File: src/rtl/cc_pkg.sv
// Shared types and constants for the condition-code generator.
package cc_pkg;

  parameter int unsigned DataWDefault = 16;

  // Packed so that bit 0 is LT; a 3-bit branch condition field indexes it directly.
  typedef struct packed {
    logic ne;
    logic eq;
    logic ge;
    logic le;
    logic gt;
    logic lt;
  } flags_t;

  localparam logic [2:0] CondLt = 3'd0;
  localparam logic [2:0] CondGt = 3'd1;
  localparam logic [2:0] CondLe = 3'd2;
  localparam logic [2:0] CondGe = 3'd3;
  localparam logic [2:0] CondEq = 3'd4;
  localparam logic [2:0] CondNe = 3'd5;

endpackage

File: src/rtl/cc_compare.sv
// Maps a sign-extended difference to the six condition flags.
module cc_compare
  import cc_pkg::*;
#(
  parameter int unsigned DATA_W = DataWDefault
) (
  input  logic [DATA_W:0] diff,
  output flags_t          flags
);

  logic lt;
  logic eq;

  // diff is one bit wider than the operands, so its MSB is the true sign.
  assign lt = diff[DATA_W];
  assign eq = (diff == '0);

  always_comb begin
    flags    = '0;
    flags.lt = lt;
    flags.eq = eq;
    flags.gt = ~lt & ~eq;
    flags.le = lt | eq;
    flags.ge = ~lt;
    flags.ne = ~eq;
  end

endmodule

File: src/rtl/cc_flags.sv
// Two-stage compare pipeline holding branch condition flags, with decode stall and stall counter.
module cc_flags
  import cc_pkg::*;
#(
  parameter int unsigned DATA_W = DataWDefault,
  parameter int unsigned CNT_W  = 16
) (
  input  logic              clk,
  input  logic              rst_n,
  input  logic              cmp_valid,
  input  logic [DATA_W-1:0] cmp_a,
  input  logic [DATA_W-1:0] cmp_b,
  input  logic              flush,
  input  logic              br_query,
  output logic              EQ,
  output logic              LT,
  output logic              GT,
  output logic              LE,
  output logic              GE,
  output logic              NE,
  output logic              flags_valid,
  output logic              br_stall,
  output logic [CNT_W-1:0]  stall_cnt
);

  logic [DATA_W:0]  diff_d;
  logic [DATA_W:0]  diff_q;
  logic             s1_valid_q;
  flags_t           cmp_flags;
  flags_t           flags_q;
  logic             flags_valid_q;
  logic [CNT_W-1:0] stall_cnt_q;

  assign diff_d = {cmp_a[DATA_W-1], cmp_a} - {cmp_b[DATA_W-1], cmp_b};

  always_ff @(posedge clk or negedge rst_n) begin
    if (!rst_n) begin
      s1_valid_q <= 1'b0;
      diff_q     <= '0;
    end else begin
      s1_valid_q <= cmp_valid & ~flush;
      if (cmp_valid && !flush) begin
        diff_q <= diff_d;
      end
    end
  end

  cc_compare #(
    .DATA_W (DATA_W)
  ) u_compare (
    .diff  (diff_q),
    .flags (cmp_flags)
  );

  always_ff @(posedge clk or negedge rst_n) begin
    if (!rst_n) begin
      flags_q       <= '0;
      flags_valid_q <= 1'b0;
    end else if (s1_valid_q && !flush) begin
      flags_q       <= cmp_flags;
      flags_valid_q <= 1'b1;
    end
  end

  // Flags are stale while any compare is in stage 1 or entering it.
  assign br_stall = br_query & ~flush & (cmp_valid | s1_valid_q);

  always_ff @(posedge clk or negedge rst_n) begin
    if (!rst_n) begin
      stall_cnt_q <= '0;
    end else if (br_stall && (stall_cnt_q != '1)) begin
      stall_cnt_q <= stall_cnt_q + 1'b1;
    end
  end

  assign LT          = flags_q.lt;
  assign EQ          = flags_q.eq;
  assign GT          = flags_q.gt;
  assign LE          = flags_q.le;
  assign GE          = flags_q.ge;
  assign NE          = flags_q.ne;
  assign flags_valid = flags_valid_q;
  assign stall_cnt   = stall_cnt_q;

endmodule
File: config.mk
export PLATFORM = sky130hd
export DESIGN_NAME = cc_flags
export DESIGN_NICKNAME = d
export VERILOG_FILES = /design/src/rtl/cc_pkg.sv /design/src/rtl/cc_compare.sv /design/src/rtl/cc_flags.sv
export SDC_FILE = /design/constraint.sdc
export NUM_CORES = 1
export LEC_CHECK = 0
export CORE_MARGIN = 5
export CORE_UTILIZATION = 45
export CTS_CLUSTER_DIAMETER = 200
export DETAILED_ROUTE_END_ITERATION = 8
export GPL_TIMING_DRIVEN = 0
export PLACE_DENSITY = 0.85
export SLEW_MARGIN = 40
export SYNTH_ARGS = -nofsm -noshare
export SYNTH_HDL_FRONTEND = slang
export SYNTH_SLANG_ARGS = --single-unit
File: constraint.sdc
create_clock -name clk -period 1.6 [get_ports clk]
set_input_delay 0.32 -clock clk [delete_from_list [all_inputs] [get_ports clk]]
set_output_delay 0.32 -clock clk [all_outputs]
set_load 0.02 [all_outputs]
* Word level (Yosys, flattened, before mapping)
Cells that the tools add are included.
Operators by class: $add $sub $neg 2, equal/unequal tests 1, bitwise operators 9, reductions and logical operators 5
Operators with widths (number):
- 17-bit zero test | 1
- 16-bit by 16-bit subtractor with 17-bit output | 1
- 16-bit by 1-bit adder with 16-bit output (second input constant) | 1
- 16-bit != test (second input constant) | 1
- 1-bit bitwise AND | 4
- 1-bit logical AND | 3
- 1-bit inverter | 3
- 1-bit OR | 2
- 1-bit zero test | 1
Storage, ports and cells: register bits 41, bits of input ports 37, output and inout port bits 24

* Depth between registers and ports, before layout
Gate-level depths: netlist (run 1).
depth after elaboration 4, gate-level depth with buffers 8

* Modules after synthesis
A second synthesis (run 1) with hierarchy kept.
Second synthesis, totals: cell total of the unflattened synthesis 285, area total of the unflattened synthesis 2577.5 um^2
Modules (own cells, without submodules):
- cc_flags | instances 1, cells an instance 273, area each 2501.1 um^2
- cc_compare | instances 1, cells an instance 12, area each 76.3 um^2

* Worst setup path before layout (run 1)
No wires, ideal clock.
path type input -> register, start point input cmp_a[0], end point register diff_q[16], setup time 0.124 ns, arrival time 1.814 ns, path slack -0.338 ns, stages on the path 8, cell sequence inv_1 -> ha_1 -> fa_1 -> nor2b_1 -> o21bai_1 -> a31oi_4 -> a41oi_1 -> a211o_1
Between the ends: cells in the longest elaborated chain, start to end 1
RTL lines:
- start, declared | RTL line cc_flags.sv:11 | input logic [DATA_W-1:0] cmp_a,
- 16-bit by 16-bit subtractor with 17-bit output | RTL line cc_flags.sv:34 | assign diff_d = {cmp_a[DATA_W-1], cmp_a} - {cmp_b[DATA_W-1], cmp_b};
- end signal, assigned | RTL line cc_flags.sv:43 | diff_q <= diff_d;
- end, declared | RTL line cc_flags.sv:27 | logic [DATA_W:0] diff_q;
Every way passes these cells. A chain may end at the register's enable or synchronous reset.

* Worst setup path after layout (run 1)
start point register stall_cnt_q[13], in the netlist stall_cnt[13], end point register stall_cnt_q[9], in the netlist stall_cnt[9]
Between the ends: cells in the longest elaborated chain, start to end 2
RTL lines:
- start, declared | RTL line cc_flags.sv:32 | logic [CNT_W-1:0] stall_cnt_q;
- start signal, assigned | RTL line cc_flags.sv:72 | stall_cnt_q <= stall_cnt_q + 1'b1;
- 16-bit != test | RTL line cc_flags.sv:71 | end else if (br_stall && (stall_cnt_q != '1)) begin
- 1-bit logical AND | RTL line cc_flags.sv:71
Every way passes these cells.

==> flow_metrics.tcl, run 1 <==
set metrics [dict create \
    outcome "complete, but fails checks" \
    violations "negative setup slack" \
    total_power_w 0.003446 \
    pin_count 61 \
    max_slew_margin 0.6716 \
    die_w_um 85.65 \
    use_met2 0.3785 \
    drive_gt1_frac 0.4304 \
    synth_ff_type "dfrtp_1" \
    synth-edff-count 0 \
    ctsRootBufferMaster "clkbuf_8" \
    grt_overflow_total 0 \
    instances_no_fill 460 \
    worstPathRequired_ps 1820 \
    ys_seq_elements 41 \
    critPathMaxFanout 5 \
    clkTransAtPathRegs_ps 70 \
    cts_made_buffers 5 \
    grt_pass1_wl_mm 12.56 \
    worst_pin_slew_ps 492.6 \
    top_usage_layer "met2" \
    cp_slowest_cell "dfrtp_2" \
    whs_ps 323.4 \
    syn_to_final_growth_pct 66.52 \
    syn_area_um2 2575 \
    post-route-period-util 1.054 \
    arrival_ps 1900 \
    cp-startpoint "stall_cnt[13]" \
    drt_first_pass_iters 5 \
    finalWorstSetupSlack_ps -85.84 \
    nNetsFinal 442 \
    min_path_type "input pin to flip-flop" \
    yosysWarnings 0 \
    synthAdderAreaFrac 0.09038 \
    antennaDiodeCount 0 \
    leakage_nw 1.898 \
    maxCapViolations 0 \
    drv_slew 0 \
    grt_pass1_vias 2637 \
    r2r_cells 6 \
    critical_path_class "flip-flop to flip-flop" \
    gr-usage-all-layers 0.2130 \
    max_stage_delay_ps 420 \
    syn_nets 336 \
    cts_buffer_depth 2 \
    ant_nets 0 \
    avgSynthCellArea_um2 9.164 \
    grtUsageMet3 0.04803 \
    grt_max_degree 42 \
    grt_use_met1 0.2408 \
    htree_levels 2 \
    min_period_ps 1686 \
    rows 27 \
    path_cells "nand4_1 > nor4_4 > and4b_1 > buf_6 > nand3_4 > xnor2_2" \
    antenna_found_initial 0 \
    wl_per_cell_um 17.79 \
    clock-sinks 41 \
    endpoint_kind "flip-flop" \
    cts_tree "yes" \
    ys_seq_area_frac 0.3984 \
    hp-start "cmp_b[0]" \
    synth_top_family_by_area "simple AND/OR/NAND/NOR gates" \
    viasPerCell 5.733 \
    fmax_ghz 0.5932 \
    die_y_um 85.65 \
    vias 2637 \
    synth_mux_area_frac 0.01263 \
    synth_compound_area_frac 0.1812 \
    report.final.hold_viol_count 0 \
    async_flop_share 1.000 \
    ys_types 56 \
    syn-instance-count 281 \
    drtIter0Drc 142 \
    final_core_util 0.7739 \
    io_buffers 60 \
    fin_worst_skew_ps 5.915 \
    die-area_um2 7335 \
    drc 0 \
    routed_wl_mm 8.185 \
    start_util 0.4648 \
    rsz0062_at_grt "true" \
    yosys.area_share.xor_xnor 0.06463 \
    synthSimpleGateAreaFrac 0.2060 \
    ir_worst_vdd_v 0.0006453 \
    clock_latency_ps 290 \
    hold_depth 3 \
    worst_setup_path_start_kind "flip-flop" \
    gp_congestion 0.8343 \
    place_hpwl_mm 4.689 \
    placed_cells 413 \
    r2r-start "stall_cnt[13]" \
    core_um2 5540 \
    power_density_nw_per_um2 803.7 \
    setup_viol 9 \
]
==> final cells by class <==
| class | count | area [um2] |
|---|---|---|
| plain buffers | 7 | 46.29 |
| clock buffers | 8 | 90.09 |
| fillers | 346 | 1252 |
| inverters | 21 | 102.6 |
| multi-input cells | 211 | 2079 |
| flip-flops and latches | 41 | 1035 |
| well taps | 72 | 90.09 |
| repair buffers | 100 | 844.6 |
==> path summary, 6_finish.rpt <==
| kind | slack [ps] | to |
|---|---|---|
| max in group asynchronous | 690 | stall_cnt[12] |
| hold reg to reg | 470 | flags_valid |
| hold / removal | 320 | diff_q[0] |
| setup reg to reg | -90 | stall_cnt[9] |
| setup / recovery | -90 | stall_cnt[9] |
| min in group asynchronous | 540 | stall_cnt[0] |
==> stage by stage <==
step	area (um2)	worst slack (ps)	setup TNS (ps)
after floorplan	2743	-126.8	-571.7
after global placement	3433	-881.8	-46380
after detailed placement	3431	-901.4	-17560
after CTS	3980	-118.1	-842.7
after global routing	4288	-124.4	-1017
final	4288	-85.84	-533.5
==> Yosys cell counts, types with 2 or more instances <==
cell type   n  area (um2)
a211o_1     2       17.52
a211oi_1    2       15.01
a21boi_0    2       15.01
a21o_1      3       22.52
a21oi_1    16       80.08
a22oi_1     2       15.01
and2_1      2       12.51
and3_1      6       37.54
buf_2       2       10.01
clkbuf_1    4       15.01
dfrtp_1    41        1026
ha_1       17       212.7
inv_1      20       75.07
mux2_2      2       22.52
nand2_1    32       120.1
nand2b_1    6       37.54
nand3_1    13       65.06
nand4_1     5       31.28
nor2_1     14       52.55
nor2b_1     3       18.77
nor3_1      6       30.03
nor4_1      6       37.54
o211ai_1    4       30.03
o21ai_0    17       85.08
o21bai_1    3       22.52
o311ai_0    2       17.52
o31ai_1     3       22.52
xnor2_1    12       105.1
xor2_1      7       61.31
==> timing repair <==
| action | CTS | global route |
|---|---|---|
| pin swaps | 44 | 37 |
| hold buffers | 1 | 0 |
| setup buffers | 29 | 11 |
| setup endpoints to repair | 43 | 26 |
| hold endpoints to repair | 2 | 0 |
| gates resized for setup | 143 | 81 |
==> metal layers <==
layer	share of wire	wire length, um	up-vias
met1	0.38	3128	1255
li1	-	-	1216
met4	0.041	334	0
met5	0	0	-
met3	0.076	619	34
met2	0.50	4102	132
==> worst max-delay path: cells and delay by family (launching register included) <==
family	cells	cell delay, ps
XOR/XNOR	1	110
buffers and inverters	1	140
flip-flops	1	420
AND/OR/NAND/NOR	4	950
==> logic make-up after synthesis <==
family | count (synthesis)
AO/OA/AOI/OAI | 69
XOR/XNOR | 19
adder cells (fa/ha/maj) | 18
buffers and inverters | 29
flip-flops | 41
multiplexers | 3
AND/OR/NAND/NOR | 102
==> sequential cells by signal, summed over array words and instances (netlist names) <==
name and count:
GE 1, LE 1, flags_valid 1, LT 1
NE 1, diff_q 17, s1_valid_q 1, stall_cnt 16
EQ 1, GT 1
==> power breakdown <==
part / internal [W] / switching, W
Combinational: 0.000672 / 0.000702
Clock: 0.000352 / 0.000335
Sequential: 0.00122 / 0.000170
==> cell usage in the layout, fill, tap and decap left out, drive strengths merged, types with 2 or more instances in the layout <==
master and count:
a211o 2, a211oi 3, a21boi 2, a21o 3, a21oi 17, a22oi 2, a31oi 2, and2 2
and3 6, buf 51, clkbuf 21, clkdlybuf4s15 11, clkdlybuf4s50 4, dfrtp 41, dlygate4sd2 23, dlymetal6s2s 4
ha 17, inv 20, mux2 2, nand2 32, nand2b 6, nand3 14, nand4 5, nor2 14
nor2b 3, nor3 6, nor4 7, o211ai 4, o21ai 18, o21bai 3, o311ai 2, o31ai 3
xnor2 12, xor2 7
No activity file was read; power rests on OpenSTA's default activity.
==> run 2, diff against run 1 <==
Settings changed: CORE_UTILIZATION 45 to 47, CTS_BUF_LIST set to sky130_fd_sc_hd__clkbuf_4, PLACE_DENSITY 0.85 to 0.88.
==> run 2 against run 1 <==
  * The flow still finishes with violations (negative setup slack)
  * Largest cell class unchanged
  * Critical path depth is the same
  * Global-route usage decreased by 2.3 points
  * Clock-buffer cell count is 3 lower
  * Core utilization is 4.6 points lower
  * Largest power group unchanged
  * Critical endpoint is now stall_cnt[15]
==> flow_metrics.tcl, run 2 (synthesis gave the netlist of run 1 again) <==
set metrics [dict create \
    drv_slew 0 \
    die-area_um2 7059 \
    routed_wl_mm 7.002 \
    grt_pass1_vias 2438 \
    post-route-period-util 1.024 \
    endpoint_kind "flip-flop" \
    arrival_ps 1930 \
    worst_setup_path_start_kind "flip-flop" \
    clkTransAtPathRegs_ps 120 \
    nFillCells 399 \
    pin_count 61 \
    die_w_um 84.02 \
    instances_no_fill 448 \
    hold_depth 3 \
    dpl_worst_slack_ps -919.9 \
    rows 27 \
    critPathMaxFanout 5 \
    core_um2 5405 \
    ctsRootBufferMaster "clkbuf_4" \
    grt_pass1_wl_mm 11.05 \
    syn_to_final_growth_pct 52.77 \
    cp_slowest_cell "dfrtp_2" \
    ant_nets 0 \
    report.final.hold_viol_count 0 \
    worst_pin_slew_ps 491.2 \
    finalInstanceArea_um2 3934 \
    power_density_nw_per_um2 768.9 \
    drtIter0Drc 136 \
    r2r-start "stall_cnt[12]" \
    max_slew_margin 0.6725 \
    placed_area_um2 3431 \
    drt_first_pass_iters 4 \
    clock_latency_ps 350 \
    final_core_util 0.7278 \
    crit_buf_inv 1 \
    outcome "complete, but fails checks" \
    final_cell_mix "43 x dlygate4sd2_1, 34 x dfrtp_1, 30 x buf_4, 29 x nand2_1, 14 x ha_4" \
    cp_num_cells 6 \
    grt_max_degree 42 \
    largest_reg_flops 17 \
    leakage_nw 1.780 \
    r2r_cells 6 \
    cp-startpoint "stall_cnt[12]" \
    grt_overflow_total 0 \
    maxCapViolations 0 \
    die_y_um 84.02 \
    viasPerCell 5.618 \
    cts_tree "yes" \
    wl_per_cell_um 15.63 \
    antennaDiodeCount 0 \
    clock-sinks 41 \
    gr-usage-all-layers 0.1900 \
    drive_gt1_frac 0.3351 \
    fin_worst_skew_ps 16.64 \
    violations "negative setup slack" \
    cts_buffer_depth 2 \
    vias 2517 \
    setup_viol 7 \
    finalWorstSetupSlack_ps -37.67 \
    min_period_ps 1638 \
    critical_path_class "flip-flop to flip-flop" \
    nNetsFinal 430 \
    largest_register "diff_q" \
    worstPathRequired_ps 1890 \
    path_delay_family "simple AND/OR/NAND/NOR gates" \
    io_buffers 60 \
    drc 0 \
    whs_ps 287.4 \
    path_cells "nand4_1 > nor4_4 > and4b_1 > buf_6 > nand3_2 > xnor2_2" \
    htree_levels 2 \
    placed_cells 413 \
    cts_made_buffers 5 \
    rsz0062_at_grt "true" \
    start_util 0.4764 \
    final_common_cell "dlygate4sd2_1" \
    min_path_type "input pin to flip-flop" \
    antenna_found_initial 0 \
    ir_worst_vdd_v 0.0004536 \
    hp-start "cmp_b[0]" \
    max_stage_delay_ps 410 \
    fmax_ghz 0.6106 \
    gp_congestion 0.8462 \
    place_hpwl_mm 4.655 \
]
[run 2: cell types whose count changed in the layout (fill, tap and decap cells not counted), moves of 4 or more]
cell and change:
dlygate4sd2_1 +20, buf_4 -11, a21oi_4 -7, clkbuf_2 -7, clkbuf_8 -6, clkdlybuf4s15_1 -6, clkbuf_4 +5, a21oi_1 +4
[run 2: tightest hold or removal path: cells and delay by family]
kind	cells	cell delay [ps]
adders and majority gates	1	110
buffers and inverters	1	70
AOI/OAI and AO/OA	1	80
[run 2: layout make-up]
class	instances	area (um2)	area share
Timing Repair Buffer	89	767.0	0.1950
Tap cell	72	90.09	0.02290
Buffer	6	31.28	0.007952
Clock inverter	3	12.51	0.003181
Sequential cell	41	1035	0.2630
Clock buffer	5	37.54	0.009542
Multi-Input combinational cell	211	1858	0.4723
Inverter	21	102.6	0.02608
[run 2: path summary, 6_finish.rpt]
kind / end / slack (ps)
worst min register to register: flags_valid / 480
min in group asynchronous: stall_cnt[4] / 460
max in group asynchronous: stall_cnt[1] / 780
worst max register to register: stall_cnt[15] / -40
worst min-delay path: diff_q[0] / 290
worst max-delay path: stall_cnt[15] / -40
[run 2: per-layer routing]
metal	vias to the layer above	share of wire	wire, um	global-route usage
met4	0	0.017	119	0.08041
met1	1191	0.39	2716	0.2121
met2	114	0.52	3634	0.3413
met3	16	0.076	532	0.04738
met5	-	0	0	0
li1	1196	-	-	-
[run 2: what timing repair did]
action                                  4_1_cts  5_1_grt
endpoints found under the setup margin       47       19
hold buffers                                  1        0
endpoints found under the hold margin        41        0
pin swaps                                    31       20
resized for setup                           125       32
buffers inserted                             16       12
[run 2: power breakdown]
| part | total (W) | switching (W) | internal (W) | leakage, nW |
|---|---|---|---|---|
| registers | 0.00137 | 0.000155 | 0.00121 | 0.508 |
| clock network | 0.000480 | 0.000321 | 0.000159 | 0.0300 |
| logic | 0.00118 | 0.000607 | 0.000569 | 1.24 |
[run 2: metrics by stage]
stage	TNS, ps	total power, W
after global placement	-45550	0.002346
after floorplan	-571.7	0.001953
after detailed placement	-17090	0.002388
after global routing	-671.8	0.003202
after CTS	-149.2	0.002915
final	-159.1	0.003025
==> run 3, diff against run 2 <==
Settings changed: ABC_AREA set to 1, CORE_UTILIZATION 47 to 48, PLACE_DENSITY 0.88 to 0.87.
==> run 3 against run 2 <==
  * The run still ends with negative setup slack left
  * Clock skew decreased by 5.9 ps
  * Worst hold slack improved by 120 ps
  * Routed wire length increased by 27%
  * First-iteration DRC count increased by 40%
  * Clock power increased by 42%
  * Flip-flop and latch count unchanged
  * Largest cell class unchanged
  * Critical endpoint is now diff_q[10]
  * Total power increased by 23%
  * Combinational power increased by 40%
  * Final area increased by 12%
  * Global-route usage increased by 0.82 points
  * Critical path depth increased by 5
  * Die area increased by 12%
==> flow_metrics.tcl, run 3 <==
set metrics [dict create \
    yosysMostFrequentCell "nand2_1" \
    arrival_ps 1870 \
    clockPowerShare 0.183 \
    finalWorstSetupSlack_ps -8.215 \
    seq_power_share 0.375 \
    clkTransAtPathRegs_ps 120 \
    pin_count 61 \
    ys_seq_elements 41 \
    synth_ff_type "dfrtp_1" \
    antenna_found_initial 0 \
    largest_register "diff_q" \
    cp-startpoint "cmp_a[4]" \
    final_cell_mix "138 x nand2_1, 62 x inv_1, 39 x dfrtp_1, 29 x nor2_1, 28 x nand2_2" \
    ant_nets 0 \
    ctsRootBufferMaster "clkbuf_4" \
    drc 0 \
    nFillCells 424 \
    worstPathRequired_ps 1860 \
    fmax_ghz 0.6218 \
    grt_max_degree 42 \
    intPower_w 0.002256 \
    io_buffers 60 \
    setup_viol 1 \
    r2r-start "stall_cnt[1]" \
    placed_cells 591 \
    gr-usage-all-layers 0.1982 \
    leakage_nw 2.377 \
    worst_pin_slew_ps 505.4 \
    drtIter0Drc 191 \
    async_flop_share 1.000 \
    rows 28 \
    synth_largest_area_cell "dfrtp_1" \
    min_period_ps 1608 \
    die_w_um 88.78 \
    final_common_cell "nand2_1" \
    clock-sinks 41 \
    critical_path_class "input pin to flip-flop" \
    hp-start "cmp_b[0]" \
    core_um2 5991 \
    clock_latency_ps 360 \
    nNetsFinal 594 \
    wl_per_cell_um 14.46 \
    violations "negative setup slack" \
    avgSynthCellArea_um2 6.533 \
    critPathMaxFanout 4 \
    cts_tree "yes" \
    endpoint_kind "flip-flop" \
    fin_worst_skew_ps 10.79 \
    ys_seq_area_frac 0.3444 \
    worst_setup_path_start_kind "input pin" \
    total_power_w 0.003730 \
    cts_buffer_depth 2 \
    yosys-top-cells-count "177 x nand2_1, 80 x inv_1, 41 x dfrtp_1" \
    comb_power_share 0.442 \
    ir_worst_vdd_v 0.0007748 \
    htree_levels 2 \
    yosys-top-cells-area "dfrtp_1 34%, nand2_1 22%, inv_1 10%, ha_1 7.1%, nand3_1 5.0%" \
    syn_nets 511 \
    synth-edff-count 0 \
    synth_top_area_frac 0.3444 \
    place_hpwl_mm 5.445 \
    start_util 0.4973 \
    grt_overflow_total 0 \
    viasPerCell 5.317 \
    yosysWarnings 0 \
    min_path_type "input pin to flip-flop" \
    syn_to_final_growth_pct 48.30 \
    grt_pass1_wl_mm 12.57 \
    drt_first_pass_iters 4 \
    maxCapViolations 0 \
    power_density_nw_per_um2 844.3 \
    routed_wl_mm 8.892 \
    ys_types 31 \
    instances_no_fill 615 \
    drive_gt1_frac 0.2611 \
    outcome "complete, but fails checks" \
    antennaDiodeCount 0 \
    drv_slew 0 \
    vias 3270 \
    die-area_um2 7882 \
    largest_reg_flops 17 \
    max_slew_margin 0.6631 \
    report.final.hold_viol_count 0 \
    final_core_util 0.7375 \
    cts_made_buffers 5 \
    grt_pass1_vias 2966 \
    post-route-period-util 1.005 \
    syn_area_um2 2979 \
    die_y_um 88.78 \
    gp_congestion 0.8611 \
    p_sw_w 0.001474 \
    sw_frac_of_total 0.3951 \
    syn-instance-count 456 \
]
## run 3: final cells by class
class                   count  area [um2]  area share
inverters                  85       326.6     0.07392
clock buffers               6       45.04     0.01020
plain buffers               5       35.03    0.007930
flip-flops and latches     41        1028      0.2328
well taps                  75       93.84     0.02124
multi-input cells         325        2132      0.4826
repair buffers             76       723.2      0.1637
clock inverters             2       33.78    0.007647
## run 3: worst max-delay path, stage by stage
cell and delay, ps:
clkdlybuf4s50_1 450, ha_4 340, nand2_4 70, nor2_1 130
nand2_1 70, nand3_2 130, nand2_1 100, nand2_1 70
nand2_1 40, nand3_1 80, nand2_1 50
## run 3: stage by stage
step                worst slack, ps  instance area, um2  hold slack [ps]  TNS (ps)
global route                 -65.87                4418            409.6    -582.9
finish                       -8.215                4418            403.6    -8.215
global placement             -863.7                3679            452.3    -39160
detailed placement           -671.7                3676            326.3    -10050
floorplan                     6.229                2984            24.41         0
CTS                          0.3813                3948            435.1         0
## run 3: worst paths after layout
kind	end	slack (ps)	cells past startpoint
min reg2reg	flags_valid	480	1
min	diff_q[0]	400	3
max in group asynchronous	stall_cnt[0]	770	2
max	diff_q[10]	-8	11
max reg2reg	stall_cnt[5]	0	9
min in group asynchronous	stall_cnt[8]	450	2
## run 3: power groups by stage
stage	Sequential (W)	Combinational [W]	Clock (W)
after floorplan	0.00151	0.000657	0
after global placement	0.00139	0.00124	0
after detailed placement	0.00141	0.00128	0
after CTS	0.00140	0.00134	0.000682
after global routing	0.00143	0.00180	0.000726
final	0.00140	0.00165	0.000682
## run 3: cell families after synthesis
group	count (synthesis)	share of synthesized area
fa+ha+maj	18	0.07812
simple gates	269	0.3809
flops	41	0.3444
buf+inv	90	0.1184
compound gates	28	0.04872
xor+xnor	10	0.02940
## run 3: metal layers
layer,up-vias,GRT usage,wire length (um)
met5,-,0,0
li1,1564,-,-
met2,155,0.3752,4562
met1,1511,0.2256,3400
met3,40,0.03166,600
met4,0,0.06044,328
## run 3: timing repair
| item | 4_1_cts | 5_1_grt |
|---|---|---|
| resized for setup | 62 | 121 |
| setup endpoints to repair | 52 | 27 |
| setup buffers | 3 | 10 |
| hold buffers | 1 | 0 |
| cloned | 0 | 2 |
| endpoints found under the hold margin | 41 | 0 |
| pin swaps | 6 | 51 |
==> patch 1: new RTL, settings of run 1 <==
Make the reset (`rst_n`) synchronous in 3 clocked blocks.
--- a/src/rtl/cc_flags.sv
+++ b/src/rtl/cc_flags.sv
@@ -33,7 +33,7 @@
 
   assign diff_d = {cmp_a[DATA_W-1], cmp_a} - {cmp_b[DATA_W-1], cmp_b};
 
-  always_ff @(posedge clk or negedge rst_n) begin
+  always_ff @(posedge clk) begin
     if (!rst_n) begin
       s1_valid_q <= 1'b0;
       diff_q     <= '0;
@@ -52,7 +52,7 @@
     .flags (cmp_flags)
   );
 
-  always_ff @(posedge clk or negedge rst_n) begin
+  always_ff @(posedge clk) begin
     if (!rst_n) begin
       flags_q       <= '0;
       flags_valid_q <= 1'b0;
@@ -65,7 +65,7 @@
   // Flags are stale while any compare is in stage 1 or entering it.
   assign br_stall = br_query & ~flush & (cmp_valid | s1_valid_q);
 
-  always_ff @(posedge clk or negedge rst_n) begin
+  always_ff @(posedge clk) begin
     if (!rst_n) begin
       stall_cnt_q <= '0;
     end else if (br_stall && (stall_cnt_q != '1)) begin
Behaviour: differs if rst_n is asserted again (counterexample within 4 cycles, from zero or initial values and one cycle with rst_n low); with rst_n held inactive, the same outputs for 10 cycles.
==> patch 1 against run 1 <==
- the run still ends with negative setup slack left
- via count up 9.7%
- routed wire length up 4.9%
- area after synthesis decreased by 2.5%
- power is 23% lower
- highest routed layer unchanged
- largest cell class unchanged
- cell count rose by 7.2%
- die area shrank 2.2%
- worst setup slack worse by 0.087 ns
- cell area decreased by 5.0%
- critical path type is now in -> reg
- sequential cell count unchanged
==> patch 1: results (changes against run 1) <==
| Metric | Value |
|---|---|
| Hold path cells | 3 (unchanged) |
| Clk_lat worst skew | 0.29 ns (about the same) |
| Worst R2R Setup Slack | -0.09 ns |
| Post-DP HPWL | 4896 um (+4.4%) |
| DRT Pass-1 Iters | 4 (-1) |
| Drt first-iter violations | 204 (+44%) |
| Dominant cells by area after synthesis | dfxtp_1 33%, ha_1 8.5%, nand2_1 5.1% |
| Global-route wire length before repair | 13,000 um (+3.5%) |
| Peak VDD IR | 0.3506 mV (-46%) |
| Synth Instances | 312 (+11%) |
| Reg2Reg Depth | 8 (+2) |
| Worst Setup EP | diff_q[12] |
| Clock skew | 0.002811 ns (-0.003104 ns) |
| Ratio of cells with drive above 1 in the final layout | 0.3833 (-0.04708) |
| Inst Count DP | 444 (+7.5%) |
| Distinct cells, synth | 51 (-8.9%) |
| Clock network fraction of total power | 0.241 (+0.042) |
| Failing checks | negative setup slack |
| Vias in the first global route | 2,832 (+7.4%) |
| Instance area at placement | 3274 um^2 (-4.6%) |
| Slowest CP cell | fa_2 |
| Synth cell count leaders | 41 x dfxtp_1, 34 x nand2_1, 30 x inv_1 |
| Origin of the critical flop-to-flop path | stall_cnt[1] |
| Post-CTS Repair Setup Buffers | 31 (+6.9%) |
| CP peak stage delay | 0.36 ns (-0.06 ns) |
| YS warnings | 0 (unchanged) |
| Place WS | -0.9912 ns (-0.08978 ns) |
| HP Class | in -> reg |
| Critical path peak fanout | 4 (-1) |
| All-Layer GR Usage | 0.2207 (+0.007635) |
| Fin Setup TNS | -1.302 ns (-0.7681 ns) |
| Wire length per cell | 17.42 um (-2.1%) |
| Worst Path Arrival | 1.93 ns (+0.03 ns) |
| Final net count | 474 (+7.2%) |
| Clock buffer count from CTS | 5 (unchanged) |
| Buffers on Ports | 60 (unchanged) |
| Status | finished, violations left |
| Slew HR | 0.7312 (+0.05961) |
| Fin worst setup slack | -0.1724 ns (-0.08656 ns) |
| Final GP Congestion | 0.8732 (+4.7%) |
| Largest net degree at the start of global routing | 12 (-71%) |
| Fillers | 356 (+2.9%) |
| Vias | 2,893 (+9.7%) |
| Seq pwr share | 0.409 (+0.007) |
| Worst flop-to-flop path endpoint | stall_cnt[13] |
| Min Hold Slack | 0.3114 ns (-0.01200 ns) |
| Sw Pwr | 0.8249 mW (-32%) |
| Fmax | 564.2 MHz (-4.9%) |
| Worst Hold Path EP | diff_q[0] |
| Worst Setup SP | cmp_a[0] |
| Final Total Pwr | 2.648 mW (-23%) |
| Top delay family on crit path | compound AO/OA/AOI/OAI gates |
| DR vias/cell | 5.868 (+2.4%) |
| # setup viols final | 17 (+8) |
| Register area share after synthesis | 0.3270 (-0.07143) |
| Async S/R FF share, synth | 0 (-1.000) |
| Pleak | 1.735 nW (-8.6%) |
| Cts repair resizes | 159 (+11%) |
| Net Count, Synth | 367 (+9.2%) |
[patch 1: cell families (layout without fill, tap and decap cells)]
family                     count (synthesis)  in the layout  synth area share
and+or+nand+nor                          117            117            0.2358
AOI/OAI and AO/OA                         77             77            0.2169
DFF                                       41             41            0.3270
buffers and inverters                     40            148           0.06082
adders and majority gates                 18             18           0.09272
xor gates and xnor gates                  18             18           0.06281
muxes                                      1              1          0.003988
other                                      0              1                 0
[patch 1: per-layer routing]
layer  share of wire  track usage  vias to the layer above
met1            0.36       0.2312                     1369
met3           0.064      0.04024                       44
met5               0            0                        -
li1                -            -                     1327
met2            0.53       0.4292                      153
met4           0.043      0.08345                        0
[patch 1: cell type report]
class                           instances  area (um^2)  area share
Inverter                               30        127.6     0.03133
Multi-Input combinational cell        231         1991      0.4886
Timing Repair Buffer                  100        877.1      0.2153
Antenna cell                            1        2.502   0.0006143
Buffer                                 10        57.56     0.01413
Tap cell                               72        90.09     0.02211
Clock buffer                            8        80.08     0.01966
Sequential cell                        41        848.3      0.2082
==> patch 2: new RTL, flow settings as in run 1 <==
Made on the original files. Change the parameter `CNT_W` from 16 to 18.
--- a/src/rtl/cc_flags.sv
+++ b/src/rtl/cc_flags.sv
@@ -3,7 +3,7 @@
   import cc_pkg::*;
 #(
   parameter int unsigned DATA_W = DataWDefault,
-  parameter int unsigned CNT_W  = 16
+  parameter int unsigned CNT_W  = 18
 ) (
   input  logic              clk,
   input  logic              rst_n,
Ports: changed (resized stall_cnt); port bits go from 61 to 63. The function was not compared with the original's and may differ.
==> patch 2 against run 1 <==
- the run still ends with negative setup slack left
- critical path depth rose by 4
- routed wire length rose by 6.7%
- power rose by 6.9%
- cell area rose by 2.3%
- sequential cell count rose by 2
- worst setup slack got worse by 0.24 ns
- area after synthesis rose by 1.3%
- clock skew rose by 0.00068 ns
- highest routed layer unchanged
==> patch 2: results (changes against run 1) <==
| Metric | Value |
|---|---|
| Status | finished, violations left |
| Failing checks | negative setup slack |
| Final net count | 457 (+3.4%) |
| Clk. pwr | 0.707 mW (+3.1%) |
| Inst Count DP | 409 (-0.97%) |
| Pleak | 2.134 nW (+12%) |
| Buffers on Ports | 62 (+3.3%) |
| Vias | 2,695 (+2.2%) |
| Register area share after synthesis | 0.4125 (+0.01402) |
| Clock skew | 0.006591 ns (+0.0006758 ns) |
| Dominant cells by area after synthesis | dfrtp_1 41%, ha_1 8.2%, xnor2_1 6.7% |
| Ratio of cells with drive above 1 in the final layout | 0.4764 (+0.04601) |
| Distinct cells, synth | 48 (-14%) |
| Total wire length | 8730 um (+6.7%) |
| Syn Area/Cell | 9.486 um^2 (+3.5%) |
| Internal | 2.400 mW (+7.2%) |
| # setup viols final | 20 (+11) |
| Peak VDD IR | 0.6953 mV (+7.7%) |
| DR vias/cell | 5.674 (-1.0%) |
| Slowest CP cell | or4_1 |
| Critical path peak fanout | 3 (-2) |
| Post-DP HPWL | 4516 um (-3.7%) |
| DRT Pass-1 Iters | 4 (-1) |
| Global-route wire length before repair | 13,260 um (+5.6%) |
| Fin worst setup slack | -0.3300 ns (-0.2441 ns) |
| Gate power share | 0.407 (+0.008) |
| Drt first-iter violations | 90 (-37%) |
## patch 2: changes by cell type after synthesis, moves of 3 or more
cell | run 1 | this run
nor2_1 | 14 | 9
o211ai_1 | 4 | 1
o31ai_1 | 3 | 0
nand3_1 | 13 | 7
xnor2_1 | 12 | 20
o21ai_1 | 1 | 8
nand2_1 | 32 | 28
clkbuf_1 | 4 | 1
inv_1 | 20 | 27
a31oi_1 | 1 | 4
nor3_1 | 6 | 3
a21o_1 | 3 | 6
## patch 2: path summary, 6_finish.rpt
path | cells after the start | from | endpoint | slack, ns
max in group asynchronous | 1 | rst_n | stall_cnt[6] | 1.20
min in group clk | 3 | cmp_b[0] | diff_q[0] | 0.33
worst max-delay path | 10 | cmp_a[0] | diff_q[14] | -0.33
worst max register to register | 7 | stall_cnt[1] | stall_cnt[4] | -0.12
worst min register to register | 1 | flags_valid | flags_valid | 0.47
worst min-delay path | 1 | rst_n | stall_cnt[0] | 0.003
## patch 2: per-layer routing
layer | vias up | global-route usage | wire [um]
met5 | - | 0 | 0
li1 | 1219 | - | -
met2 | 126 | 0.4128 | 4586
met4 | 0 | 0.1079 | 419
met3 | 46 | 0.05091 | 492
met1 | 1304 | 0.2410 | 3231
## patch 2: worst reg2reg max path: stages, from the launching register on
cell,delay [ns]
dfrtp_2,0.44
ha_4,0.17
nand4_1,0.11
buf_4,0.14
nor3_4,0.04
a41oi_4,0.31
nand4_1,0.21
xnor2_2,0.18
## patch 2: stage by stage
stage / hold slack [ns] / cell area, um^2 / worst slack (ns) / setup TNS [ns] / utilization
floorplan: 0.02441 / 2719 / -0.3508 / -2.329 / -
detailed placement: 0.3366 / 3427 / -1.157 / -18.17 / 0.6148
CTS: 0.01299 / 4169 / -0.2743 / -1.284 / 0.7479
global route: 0.04046 / 4385 / -0.4147 / -3.934 / 0.7868
global placement: 0.4511 / 3430 / -1.129 / -52.95 / 0.6153
finish: 0.002941 / 4385 / -0.3300 / -2.498 / 0.7868
## patch 2: repair_timing
item,CTS,global route
setup endpoints to repair,48,35
setup buffers,52,9
resized for setup,188,49
pin swaps,55,36
## patch 2: layout make-up
class                      count  area [um^2]  area share
multi-input combinational    201         1971      0.4494
tap                           72        90.09     0.02054
inverter                      27        108.9     0.02482
clock buffer                   7        86.33     0.01969
buffer                         4        36.28    0.008274
sequential                    43         1092      0.2491
timing repair buffer         120        996.0      0.2271
clock inverter                 1        5.005    0.001141
## patch 2: kinds of logic (layout without fill, tap and decap cells)
group                    Yosys count  after routing  share of synthesized area
buffers and inverters             31            159                    0.05276
adder cells (fa/ha/maj)           18             18                    0.08921
flip-flops                        43             43                     0.4125
AND/OR/NAND/NOR                   83             83                     0.1655
XOR/XNOR                          29             29                    0.09736
multiplexers                       3              3                    0.01295
AO/OA/AOI/OAI                     68             68                     0.1698
